### src/rtl/sync_fifo.sv
// sync_fifo: parametrised single-clock FIFO for byte streams between the
// processor and board peripherals.
// Read mode is selected by SHOWAHEAD (0 = registered q, 1 = show-ahead q).
// Define SYNC_FIFO_STATUS_EN to build the overflow/underflow sticky flags and
// the almost_full comparator. Without it, those three outputs are tied low.
// The accept/reject rules for reads and writes are the same in both builds.
module sync_fifo #(
    parameter int WIDTH       = 8,
    parameter int DEPTH_LOG2  = 4,
    parameter int AFULL_LEVEL = 12,
    parameter int SHOWAHEAD   = 0
) (
    input  logic                  clk,
    input  logic                  reset,
    input  logic                  clear,
    input  logic [WIDTH-1:0]      data,
    input  logic                  wrreq,
    input  logic                  rdreq,
    output logic [WIDTH-1:0]      q,
    output logic                  empty,
    output logic                  full,
    output logic                  almost_full,
    output logic [DEPTH_LOG2:0]   usedw,
    output logic                  overflow,
    output logic                  underflow
);

    localparam int DEPTH = 1 << DEPTH_LOG2;
    localparam logic [DEPTH_LOG2:0] DEPTH_CNT = (DEPTH_LOG2 + 1)'(DEPTH);

    logic [WIDTH-1:0]      mem [DEPTH];
    logic [DEPTH_LOG2-1:0] wr_ptr;
    logic [DEPTH_LOG2-1:0] rd_ptr;
    logic [DEPTH_LOG2:0]   count;
    logic                  rd_acc;
    logic                  wr_acc;

    // Status flags come only from the registered count, so wrreq/rdreq
    // cannot reach them combinationally.
    assign empty = (count == '0);
    assign full  = (count == DEPTH_CNT);
    assign usedw = count;

    // A read needs data. A write needs space, or a read that frees a slot
    // in the same cycle. Clear and reset take priority over both.
    assign rd_acc = rdreq && !empty;
    assign wr_acc = wrreq && (!full || rd_acc);

    // Storage has no reset. A flush or reset only moves the pointers.
    always_ff @(posedge clk) begin
        if (reset && !clear && wr_acc) begin
            mem[wr_ptr] <= data;
        end
    end

    // Pointer and occupancy bookkeeping.
    always_ff @(posedge clk) begin
        if (!reset || clear) begin
            wr_ptr <= '0;
            rd_ptr <= '0;
            count  <= '0;
        end else begin
            if (wr_acc) begin
                wr_ptr <= wr_ptr + 1'b1;
            end
            if (rd_acc) begin
                rd_ptr <= rd_ptr + 1'b1;
            end
            case ({wr_acc, rd_acc})
                2'b10:   count <= count + 1'b1;
                2'b01:   count <= count - 1'b1;
                default: count <= count;
            endcase
        end
    end

    // Read data path: either the head entry shown directly, or a register
    // loaded on each accepted read.
    generate
        if (SHOWAHEAD != 0) begin : g_show
            assign q = mem[rd_ptr];
        end else begin : g_reg
            logic [WIDTH-1:0] q_reg;

            // Capture the head entry when a read is accepted. Otherwise hold.
            always_ff @(posedge clk) begin
                if (!reset) begin
                    q_reg <= '0;
                end else if (!clear && rd_acc) begin
                    q_reg <= mem[rd_ptr];
                end
            end

            assign q = q_reg;
        end
    endgenerate

`ifdef SYNC_FIFO_STATUS_EN
    localparam logic [DEPTH_LOG2:0] AFULL_CNT = (DEPTH_LOG2 + 1)'(AFULL_LEVEL);

    logic overflow_r;
    logic underflow_r;

    assign almost_full = (count >= AFULL_CNT);
    assign overflow    = overflow_r;
    assign underflow   = underflow_r;

    // Sticky error flags. They are cleared only by reset, not by clear.
    always_ff @(posedge clk) begin
        if (!reset) begin
            overflow_r  <= 1'b0;
            underflow_r <= 1'b0;
        end else if (!clear) begin
            if (wrreq && !wr_acc) begin
                overflow_r <= 1'b1;
            end
            if (rdreq && empty) begin
                underflow_r <= 1'b1;
            end
        end
    end
`else
    assign almost_full = 1'b0;
    assign overflow    = 1'b0;
    assign underflow   = 1'b0;
`endif

endmodule

### config.mk
export PLATFORM = sky130hd
export DESIGN_NAME = sync_fifo
export DESIGN_NICKNAME = d
export VERILOG_FILES = /design/src/rtl/sync_fifo.sv
export SDC_FILE = /design/constraint.sdc
export NUM_CORES = 1
export LEC_CHECK = 0
export CORE_MARGIN = 5
export CORE_UTILIZATION = 30
export DETAILED_ROUTE_END_ITERATION = 10
export SLEW_MARGIN = 10
export SYNTH_ARGS = -nofsm -noshare
export SYNTH_HDL_FRONTEND = slang
export SYNTH_SLANG_ARGS = --single-unit
### constraint.sdc
create_clock -name clk -period 2.9 [get_ports clk]
set_input_delay 0.29 -clock clk [delete_from_list [all_inputs] [get_ports clk]]
set_output_delay 0.29 -clock clk [all_outputs]
set_load 0.02 [all_outputs]
# Word-level counts from Yosys, hierarchy flattened
# Memories as Yosys holds them, arrays and structs flattened. A register that Yosys moved wholly into a read port is not among the register bits.
# Index checks and enable logic that the tools add are counted.
# op_classes
add_sub_neg	4
mul	0
div	0
n_lt_le_gt_ge	0
eq_ne	3
n_shift	0
n_mux	3
bitwise	0
n_reduce_logical	14
# op_table
op	n
$pmux 5 s2	1
$add 4x1->4 const B	2
$add 5x1->5 const B	1
$eq 5x5->1 const B	1
$logic_and 1x1->1	5
$logic_not 1->1	5
$logic_not 5->1	1
$sub 5x1->5 const B	1
$eq 2x1->1 const B	1
$eq 2x2->1 const B	1
$logic_or 1x1->1	2
$mux 1	2
$reduce_bool 2->1	1
# word_totals
regBits	13
latch_bits	0
mem_bits_rw	128
rom_bits	0
inputBits	13
output_inout_bits	18
wordCells	28
memories	1
# mem_list
memory	words	width	read_ports	rd_clocked_by_memory_dff	write_ports	line_no	text
mem	16	8	1	1	1	31	logic [WIDTH-1:0] mem [DEPTH];

# Longest topological paths before layout
# Gate-level depths: netlist of the first run.
# logic_depth
ltp_word	8
depth_mapped	8
ltp_nobuf	8

# Least setup slack after synthesis of the first run
# No wires, ideal clock.
# synth_timing
path_kind	reg2reg
from	register count[4], in the netlist usedw[4]
to	register count[4], in the netlist usedw[4]
setup_ns	0.095
arrival_time_ns	2.585
t_required_ns	2.805
setup_slack_ns	0.220
path_stages_with_launch	9
n_path_buf	0
period_less_slack_ns	2.680
cell_sequence	dfxtp_1 inv_1 a21oi_1 inv_1 fa_1 nand2b_1 a21oi_1 mux2_2 a221oi_1
# synth_via
elab_chain_len	7
word_cells_on_any_way	13
cone_classes	add/sub: 2; eq/ne: 3; mux: 1; reduce/logical: 7
# synth_rtl
item	line_no	text
start: declaration	34	logic [DEPTH_LOG2:0] count;
start signal: assignment	70	2'b10: count <= count + 1'b1;
start signal: assignment	71	2'b01: count <= count - 1'b1;
start signal: assignment	72	default: count <= count;
$logic_not 5->1	40	assign empty = (count == '0);
$logic_not 1->1	46	assign rd_acc = rdreq && !empty;
$logic_and 1x1->1	46	
$logic_or 1x1->1	47	assign wr_acc = wrreq && (!full || rd_acc);
$logic_and 1x1->1	47	
$eq 2x1->1 or $eq 2x2->1 (tied branches)	69	case ({wr_acc, rd_acc})
$pmux 5 s2 or $reduce_bool 2->1 (tied branches)	--	
# Parallel ways exist; a longest one is shown, timed or not.
# A chain may end at the register's enable or synchronous reset.

# Final worst setup path of the first run
# layout_timing
from	register count[0], in the netlist usedw[0]
to	register count[4], in the netlist usedw[4]
# The elaborated chain is that of the path after synthesis.

==> results of run 1 <==
==> cells by family (layout without fill, tap and decap cells) <==
logic type / Yosys count / in the layout / share of synthesized area (%)
adders and majority gates: 9 / 9 / 1.94
xor gates and xnor gates: 4 / 4 / 0.567
buffers and inverters: 25 / 101 / 2.53
DFF: 149 / 149 / 68.9
and+or+nand+nor: 66 / 66 / 4.79
other: 1 / 3 / 0.0606
AOI/OAI and AO/OA: 26 / 26 / 3.93
muxes: 57 / 57 / 17.2
==> worst max-delay path by stage <==
stage | cells after the start | slack [ns] | end
floorplan | 8 | 0.22 | usedw[4]
global placement | 9 | 0.36 | usedw[4]
detailed placement | 9 | 0.27 | usedw[4]
CTS | 8 | 0.35 | usedw[4]
global route | 8 | 0.05 | usedw[4]
finish | 8 | 0.35 | usedw[4]
==> per-layer routing <==
metal / vias up / wire length [um] / track usage [%]
li1: 1482 / - / -
met1: 1661 / 5550 / 14.7
met2: 79 / 6010 / 17.2
met3: 8 / 740 / 3.29
met4: 0 / 85 / 4.04
met5: - / 0 / 0
==> report_power, final <==
group          total, mW  internal, mW  switching, mW
clock network       2.12          1.27          0.849
logic              0.162        0.0647         0.0971
registers           2.34          2.34        0.00832
==> critical path: stages (launching register included) <==
cell	delay [ns]
dfxtp_1	0.36
nor4_1	0.50
a21oi_1	0.17
buf_4	0.18
ha_1	0.32
nand2b_1	0.08
a21oi_1	0.20
mux2_2	0.37
a221oi_1	0.26
==> layout by cell type, fill, tap and decap left out, drive strengths merged, types with 2 or more instances in the layout <==
cell / Yosys / routed
clkinv: 0 / 4
or3: 2 / 2
bufinv: 0 / 2
clkdlybuf4s50: 0 / 27
nand3: 3 / 3
a21oi: 5 / 5
xnor2: 2 / 2
buf: 10 / 34
nand2b: 5 / 5
and3: 2 / 2
mux2: 10 / 10
xor2: 2 / 2
clkinvlp: 0 / 5
nor2: 37 / 37
mux4: 32 / 32
edfxtp: 128 / 128
ha: 8 / 8
inv: 8 / 12
o21ai: 2 / 2
a221o: 8 / 8
a31oi: 2 / 2
mux2i: 15 / 15
clkbuf: 7 / 17
conb: 1 / 3
dfxtp: 21 / 21
nand2: 10 / 10
==> area by class of cell <==
type / count / area share, %
flip-flops and latches: 149 / 56.7
multi-input cells: 165 / 23.6
repair buffers: 61 / 7.15
clock buffers: 17 / 5.66
well taps: 270 / 4.49
clock inverters: 15 / 2.03
inverters: 8 / 0.399
==> impl_metrics.prom, run 1 <==
# TYPE chip_impl_metric gauge
chip_impl_metric{name="cts_max_path_buffers",unit=""} 2
chip_impl_metric{name="initialDrtViolationCount",unit=""} 215
chip_impl_info{name="regToRegEndpoint",value="usedw[4]"} 1
chip_impl_metric{name="synth_top_area_share",unit="%"} 62.1
chip_impl_metric{name="slew_viol_final",unit=""} 0
chip_impl_info{name="setup.worst_path.start_class",value="flip-flop"} 1
chip_impl_metric{name="track_usage",unit="%"} 11.0
chip_impl_metric{name="synth_seq_area_share",unit="%"} 68.9
chip_impl_metric{name="fin_skew",unit="ns"} 0.0204
chip_impl_metric{name="post_cts.repair.setup_buffers",unit=""} 0
chip_impl_metric{name="routed-via-count",unit=""} 3230
chip_impl_metric{name="min_period_over_period",unit="%"} 87.9
chip_impl_metric{name="dpl_worst_slack",unit="ns"} 0.275
chip_impl_metric{name="p_total",unit="mW"} 4.62
chip_impl_metric{name="finalWorstSetupSlack",unit="ns"} 0.352
chip_impl_metric{name="top_level_ports",unit=""} 31
chip_impl_metric{name="final.setup.tns",unit="ns"} 0
chip_impl_metric{name="postCtsHoldBufs",unit=""} 0
chip_impl_metric{name="asyncSetResetFlopFracSynth",unit="%"} 0
chip_impl_info{name="timing.critical_path.from",value="usedw[0]"} 1
chip_impl_metric{name="routed_wire_length_per_instance",unit="um"} 18.1
chip_impl_metric{name="report.final.hold_viol_count",unit=""} 0
chip_impl_info{name="run_status",value="finished clean"} 1
chip_impl_metric{name="grt_remaining_overflow",unit=""} 0
chip_impl_metric{name="post-route-util",unit="%"} 37.1
chip_impl_info{name="timing.hold.worst_endpoint",value="q[1]"} 1
chip_impl_metric{name="crit_path_max_fanout",unit=""} 6
chip_impl_info{name="hold_path.class",value="reg -> reg"} 1
chip_impl_metric{name="netlist_area",unit="um^2"} 6180
chip_impl_metric{name="synth_warnings",unit=""} 0
chip_impl_metric{name="fin_area",unit="um^2"} 7520
chip_impl_metric{name="place_area",unit="um^2"} 6940
chip_impl_metric{name="die_width",unit="um"} 154
chip_impl_metric{name="largest_register_ffs",unit=""} 128
chip_impl_metric{name="dieHeight",unit="um"} 154
chip_impl_metric{name="multi_input_comb_area",unit="um^2"} 1770
chip_impl_metric{name="place.detailed.instances",unit=""} 653
chip_impl_info{name="synth_area_leaders",value="edfxtp_1, mux4_1, dfxtp_1"} 1
chip_impl_metric{name="ctsResizeCount",unit=""} 0
chip_impl_info{name="cts_tree",value="yes"} 1
chip_impl_metric{name="core",unit="um^2"} 20300
chip_impl_metric{name="ir_worst_vdd",unit="uV"} 318
chip_impl_metric{name="drt-vias-per-instance",unit=""} 4.72
chip_impl_metric{name="clk_transition_reported_paths",unit="ns"} 0.06
chip_impl_metric{name="place.gp.congestion",unit=""} 0.737
chip_impl_metric{name="finalSetupViolCount",unit=""} 0
chip_impl_metric{name="port-buffer-count",unit=""} 27
chip_impl_metric{name="grt_max_degree",unit=""} 36
chip_impl_metric{name="sequential_cell_area",unit="um^2"} 4270
chip_impl_info{name="crit_path_end_kind",value="flip-flop"} 1
chip_impl_metric{name="worst-slew-pin-transition",unit="ns"} 1.20
chip_impl_info{name="setup_repair_after_global_routing_missed_its_margin",value="false"} 1
chip_impl_metric{name="worstPathArrival",unit="ns"} 2.88
chip_impl_metric{name="fin_worst_hold_slack",unit="ns"} 0.521
chip_impl_metric{name="syn_inst",unit=""} 337
chip_impl_metric{name="post-route-min-period",unit="ns"} 2.55
chip_impl_metric{name="power.static_leakage",unit="nW"} 2.46
chip_impl_metric{name="nFillCells",unit=""} 1892
chip_impl_metric{name="cts-htree-levels",unit=""} 4
chip_impl_metric{name="power_density",unit="nW/um^2"} 614
chip_impl_metric{name="worstPathRequired",unit="ns"} 3.23
chip_impl_metric{name="slew-limit-headroom",unit="%"} 19.1
chip_impl_metric{name="firstDrtPassIters",unit=""} 4
chip_impl_metric{name="hold_path_depth",unit=""} 1
chip_impl_info{name="worstSetupPathType",value="reg -> reg"} 1
chip_impl_info{name="synthMostInstantiatedCell",value="edfxtp_1"} 1
chip_impl_metric{name="global_route_wire_length_before_repair",unit="um"} 19400
chip_impl_metric{name="ff2ff_path_depth",unit=""} 8
chip_impl_info{name="rr_startpoint",value="usedw[0]"} 1
chip_impl_metric{name="cts.sinks",unit=""} 149
chip_impl_metric{name="fmax",unit="GHz"} 0.392
chip_impl_metric{name="antenna_found_initial",unit=""} 0
chip_impl_metric{name="drtAntennaViolNets",unit=""} 0
chip_impl_metric{name="reg2reg_setup_slack",unit="ns"} 0.35
chip_impl_metric{name="dp.final_hpwl",unit="um"} 8180
chip_impl_metric{name="layout-drive-gt1-share",unit="%"} 22.4
chip_impl_info{name="cts_root_buffer",value="clkbuf_16"} 1
chip_impl_metric{name="post_synth_edffs",unit=""} 128
chip_impl_metric{name="layoutNonFillerInstCount",unit=""} 685
chip_impl_metric{name="nNetsFinal",unit=""} 424
chip_impl_metric{name="n_antenna_cell",unit=""} 0
chip_impl_metric{name="drcViolationCount",unit=""} 0
chip_impl_metric{name="die_area",unit="um^2"} 23600
chip_impl_info{name="synth.cells.most_frequent",value="edfxtp_1, nor2_1, dfxtp_1, mux4_1, mux2i_1"} 1
chip_impl_metric{name="synth.ff_latch_count",unit=""} 149
chip_impl_info{name="synth.largest_area_cell",value="edfxtp_1"} 1
chip_impl_metric{name="synth_cell_types",unit=""} 46
chip_impl_info{name="synth_top_flop_cell",value="edfxtp_1"} 1
chip_impl_metric{name="initial_util",unit="%"} 30.5
chip_impl_info{name="min-delay-start",value="q[1]"} 1
chip_impl_metric{name="syn_avg_cell_area",unit="um^2"} 18.4
chip_impl_metric{name="grt_pass1_vias",unit=""} 3281
chip_impl_metric{name="total_wirelength_of_the_detailed_routed_design",unit="um"} 12400
chip_impl_metric{name="num_rows",unit=""} 52
chip_impl_metric{name="numCtsBuffers",unit=""} 17
chip_impl_metric{name="layout-area-overhead-vs-synth",unit="%"} 21.6
chip_impl_metric{name="drv_cap",unit=""} 0
chip_impl_metric{name="clkLatencyLatePin",unit="ns"} 0.43
(Power assumes the default switching activity.)
==> inputs of run 2 (changes only) <==
--- a/config.mk
+++ b/config.mk
@@ -6,8 +6,9 @@
 export NUM_CORES = 1
 export LEC_CHECK = 0
 export CORE_MARGIN = 5
-export CORE_UTILIZATION = 30
+export CORE_UTILIZATION = 50
 export DETAILED_ROUTE_END_ITERATION = 10
+export PLACE_DENSITY = 0.68
 export SLEW_MARGIN = 10
 export SYNTH_ARGS = -nofsm -noshare
 export SYNTH_HDL_FRONTEND = slang
==> run 2 against run 1 <==
Compared with the run above: clock skew fell by 0.016 ns; flip-flop and latch count did not move; final area fell by 1.6%; clock power rose by 11%; total power rose by 5.0%; combinational power barely moved; setup slack improved by 0.055 ns; clock-buffer cell count rose by 3; sequential share of layout area rose by 0.94 points; largest cell class unchanged; largest power group is now the clock network.
==> impl_metrics.prom, run 2 (synthesis results as in run 1) <==
# TYPE chip_impl_metric gauge
chip_impl_info{name="run_status",value="finished clean"} 1
chip_impl_metric{name="cts_max_path_buffers",unit=""} 2
chip_impl_metric{name="worstPathRequired",unit="ns"} 3.22
chip_impl_info{name="timing.hold.worst_endpoint",value="q[0]"} 1
chip_impl_metric{name="final.setup.tns",unit="ns"} 0
chip_impl_metric{name="reg2reg_setup_slack",unit="ns"} 0.41
chip_impl_metric{name="power_density",unit="nW/um^2"} 656
chip_impl_metric{name="drcViolationCount",unit=""} 0
chip_impl_metric{name="report.final.hold_viol_count",unit=""} 0
chip_impl_metric{name="worstPathArrival",unit="ns"} 2.81
chip_impl_info{name="cts_root_buffer",value="clkbuf_16"} 1
chip_impl_metric{name="place.gp.congestion",unit=""} 0.820
chip_impl_info{name="cts_tree",value="yes"} 1
chip_impl_metric{name="place.detailed.instances",unit=""} 542
chip_impl_metric{name="nNetsFinal",unit=""} 415
chip_impl_metric{name="largest_register_ffs",unit=""} 128
chip_impl_metric{name="num_rows",unit=""} 40
chip_impl_info{name="cp_slowest_cell",value="nor4_1"} 1
chip_impl_metric{name="post-route-util",unit="%"} 61.3
chip_impl_metric{name="routed-via-count",unit=""} 3184
chip_impl_metric{name="hold_path_depth",unit=""} 1
chip_impl_metric{name="grt_pass1_vias",unit=""} 3230
chip_impl_metric{name="post_cts.repair.setup_buffers",unit=""} 0
chip_impl_metric{name="critical_path_depth",unit=""} 8
chip_impl_metric{name="die_area",unit="um^2"} 14700
chip_impl_info{name="cpLargestDelayFamily",value="compound AO/OA/AOI/OAI gates"} 1
chip_impl_metric{name="clk_transition_reported_paths",unit="ns"} 0.06
chip_impl_info{name="regToRegEndpoint",value="usedw[4]"} 1
chip_impl_metric{name="routed_wire_length_per_instance",unit="um"} 20.3
chip_impl_metric{name="antenna_found_initial",unit=""} 0
chip_impl_metric{name="global_route_wire_length_before_repair",unit="um"} 18200
chip_impl_metric{name="drv_cap",unit=""} 0
chip_impl_metric{name="grt_max_degree",unit=""} 29
chip_impl_info{name="cp_cell_sequence",value="nor4_1 > a21oi_1 > buf_4 > ha_1 > nand2b_1 > a21oi_1 > mux2_2 > a221oi_1"} 1
chip_impl_info{name="crit_path_end_kind",value="flip-flop"} 1
chip_impl_metric{name="slew_viol_final",unit=""} 0
chip_impl_metric{name="min_period_over_period",unit="%"} 86.0
chip_impl_metric{name="dp.final_hpwl",unit="um"} 7610
chip_impl_metric{name="fin_worst_hold_slack",unit="ns"} 0.485
chip_impl_metric{name="drtAntennaViolNets",unit=""} 0
chip_impl_info{name="hold_path.class",value="reg -> reg"} 1
chip_impl_info{name="setup.worst_path.start_class",value="flip-flop"} 1
chip_impl_metric{name="ctsResizeCount",unit=""} 0
chip_impl_info{name="timing.critical_path.from",value="usedw[0]"} 1
chip_impl_info{name="worstSetupPathType",value="reg -> reg"} 1
chip_impl_metric{name="postCtsHoldBufs",unit=""} 0
chip_impl_info{name="crit_top_cell",value="a21oi_1"} 1
chip_impl_metric{name="fmax",unit="GHz"} 0.401
chip_impl_metric{name="cts-htree-levels",unit=""} 4
chip_impl_metric{name="power.static_leakage",unit="nW"} 2.46
chip_impl_metric{name="finalSetupViolCount",unit=""} 0
chip_impl_metric{name="numCtsBuffers",unit=""} 17
chip_impl_metric{name="initialDrtViolationCount",unit=""} 239
chip_impl_metric{name="fin_skew",unit="ns"} 0.00430
chip_impl_info{name="layout.cells.most_common",value="edfxtp_1"} 1
chip_impl_metric{name="top_level_ports",unit=""} 31
chip_impl_info{name="mostFrequentLayoutCells",value="edfxtp_1, nor2_1, clkdlybuf4s50_1"} 1
chip_impl_metric{name="firstDrtPassIters",unit=""} 4
chip_impl_metric{name="port-buffer-count",unit=""} 27
chip_impl_metric{name="cts.sinks",unit=""} 149
chip_impl_metric{name="clkLatencyLatePin",unit="ns"} 0.41
chip_impl_metric{name="crit_path_max_fanout",unit=""} 6
chip_impl_metric{name="post-route-min-period",unit="ns"} 2.49
chip_impl_metric{name="grt_remaining_overflow",unit=""} 0
chip_impl_info{name="setup_repair_after_global_routing_missed_its_margin",value="false"} 1
chip_impl_metric{name="n_antenna_cell",unit=""} 0
chip_impl_metric{name="nFillCells",unit=""} 860
chip_impl_metric{name="critPathBufInv",unit=""} 1
chip_impl_metric{name="die_width",unit="um"} 121
chip_impl_info{name="min-delay-start",value="q[0]"} 1
chip_impl_metric{name="dieHeight",unit="um"} 121
chip_impl_metric{name="total_wirelength_of_the_detailed_routed_design",unit="um"} 11600
chip_impl_metric{name="core",unit="um^2"} 12100
chip_impl_metric{name="layout-area-overhead-vs-synth",unit="%"} 19.6
chip_impl_metric{name="worst-slew-pin-transition",unit="ns"} 0.768
chip_impl_metric{name="ff2ff_path_depth",unit=""} 8
chip_impl_metric{name="delay_of_the_slowest_critical_path_stage",unit="ns"} 0.48
chip_impl_metric{name="initial_util",unit="%"} 51.3
chip_impl_info{name="rr_startpoint",value="usedw[0]"} 1
chip_impl_metric{name="track_usage",unit="%"} 17.2
chip_impl_metric{name="slew-limit-headroom",unit="%"} 48.6
chip_impl_metric{name="drt-vias-per-instance",unit=""} 5.55
chip_impl_metric{name="layout-drive-gt1-share",unit="%"} 20.0
chip_impl_metric{name="ir_worst_vdd",unit="uV"} 392
chip_impl_metric{name="layoutNonFillerInstCount",unit=""} 574
## run 2: routing by layer
layer	routed length [um]	vias up	global-route usage, %	share of wire [%]
met5	0	-	0	0
met4	166	0	7.21	1.4
met3	720	14	4.01	6.2
met2	5820	92	27.7	50
met1	4930	1619	22.5	42
li1	-	1459	-	-
## run 2: through the flow
step	worst slack (ns)	instance area (um^2)	power, mW
final	0.407	7400	4.85
after global routing	0.0579	7400	5.00
after CTS	0.422	7400	4.90
after detailed placement	0.301	6760	2.55
after global placement	0.361	6760	2.55
after floorplan	0.220	6190	2.47
## run 2: layout make-up
class                           count  area (um^2)  share of cell area (%)
Clock buffer                       20          437                    5.90
Tap cell                          168          210                    2.84
Multi-Input combinational cell    165         1770                    23.9
Clock inverter                     12          201                    2.72
Inverter                            8         30.0                   0.406
Sequential cell                   149         4270                    57.7
Timing Repair Buffer               52          483                    6.53
## run 2: where the power goes
group          internal [mW]  switching (mW)  total (mW)
registers               2.34         0.00767        2.34
clock network           1.53           0.817        2.35
logic                 0.0646          0.0976       0.162
## run 2: worst max path at each step
| stage | end | slack, ns |
|---|---|---|
| 5_1_grt | usedw[4] | 0.06 |
| 2_1_floorplan | usedw[4] | 0.22 |
| 3_5_place_dp | usedw[4] | 0.30 |
| 6_report | usedw[4] | 0.41 |
| 3_3_place_gp | usedw[4] | 0.36 |
| 4_1_cts | usedw[4] | 0.42 |
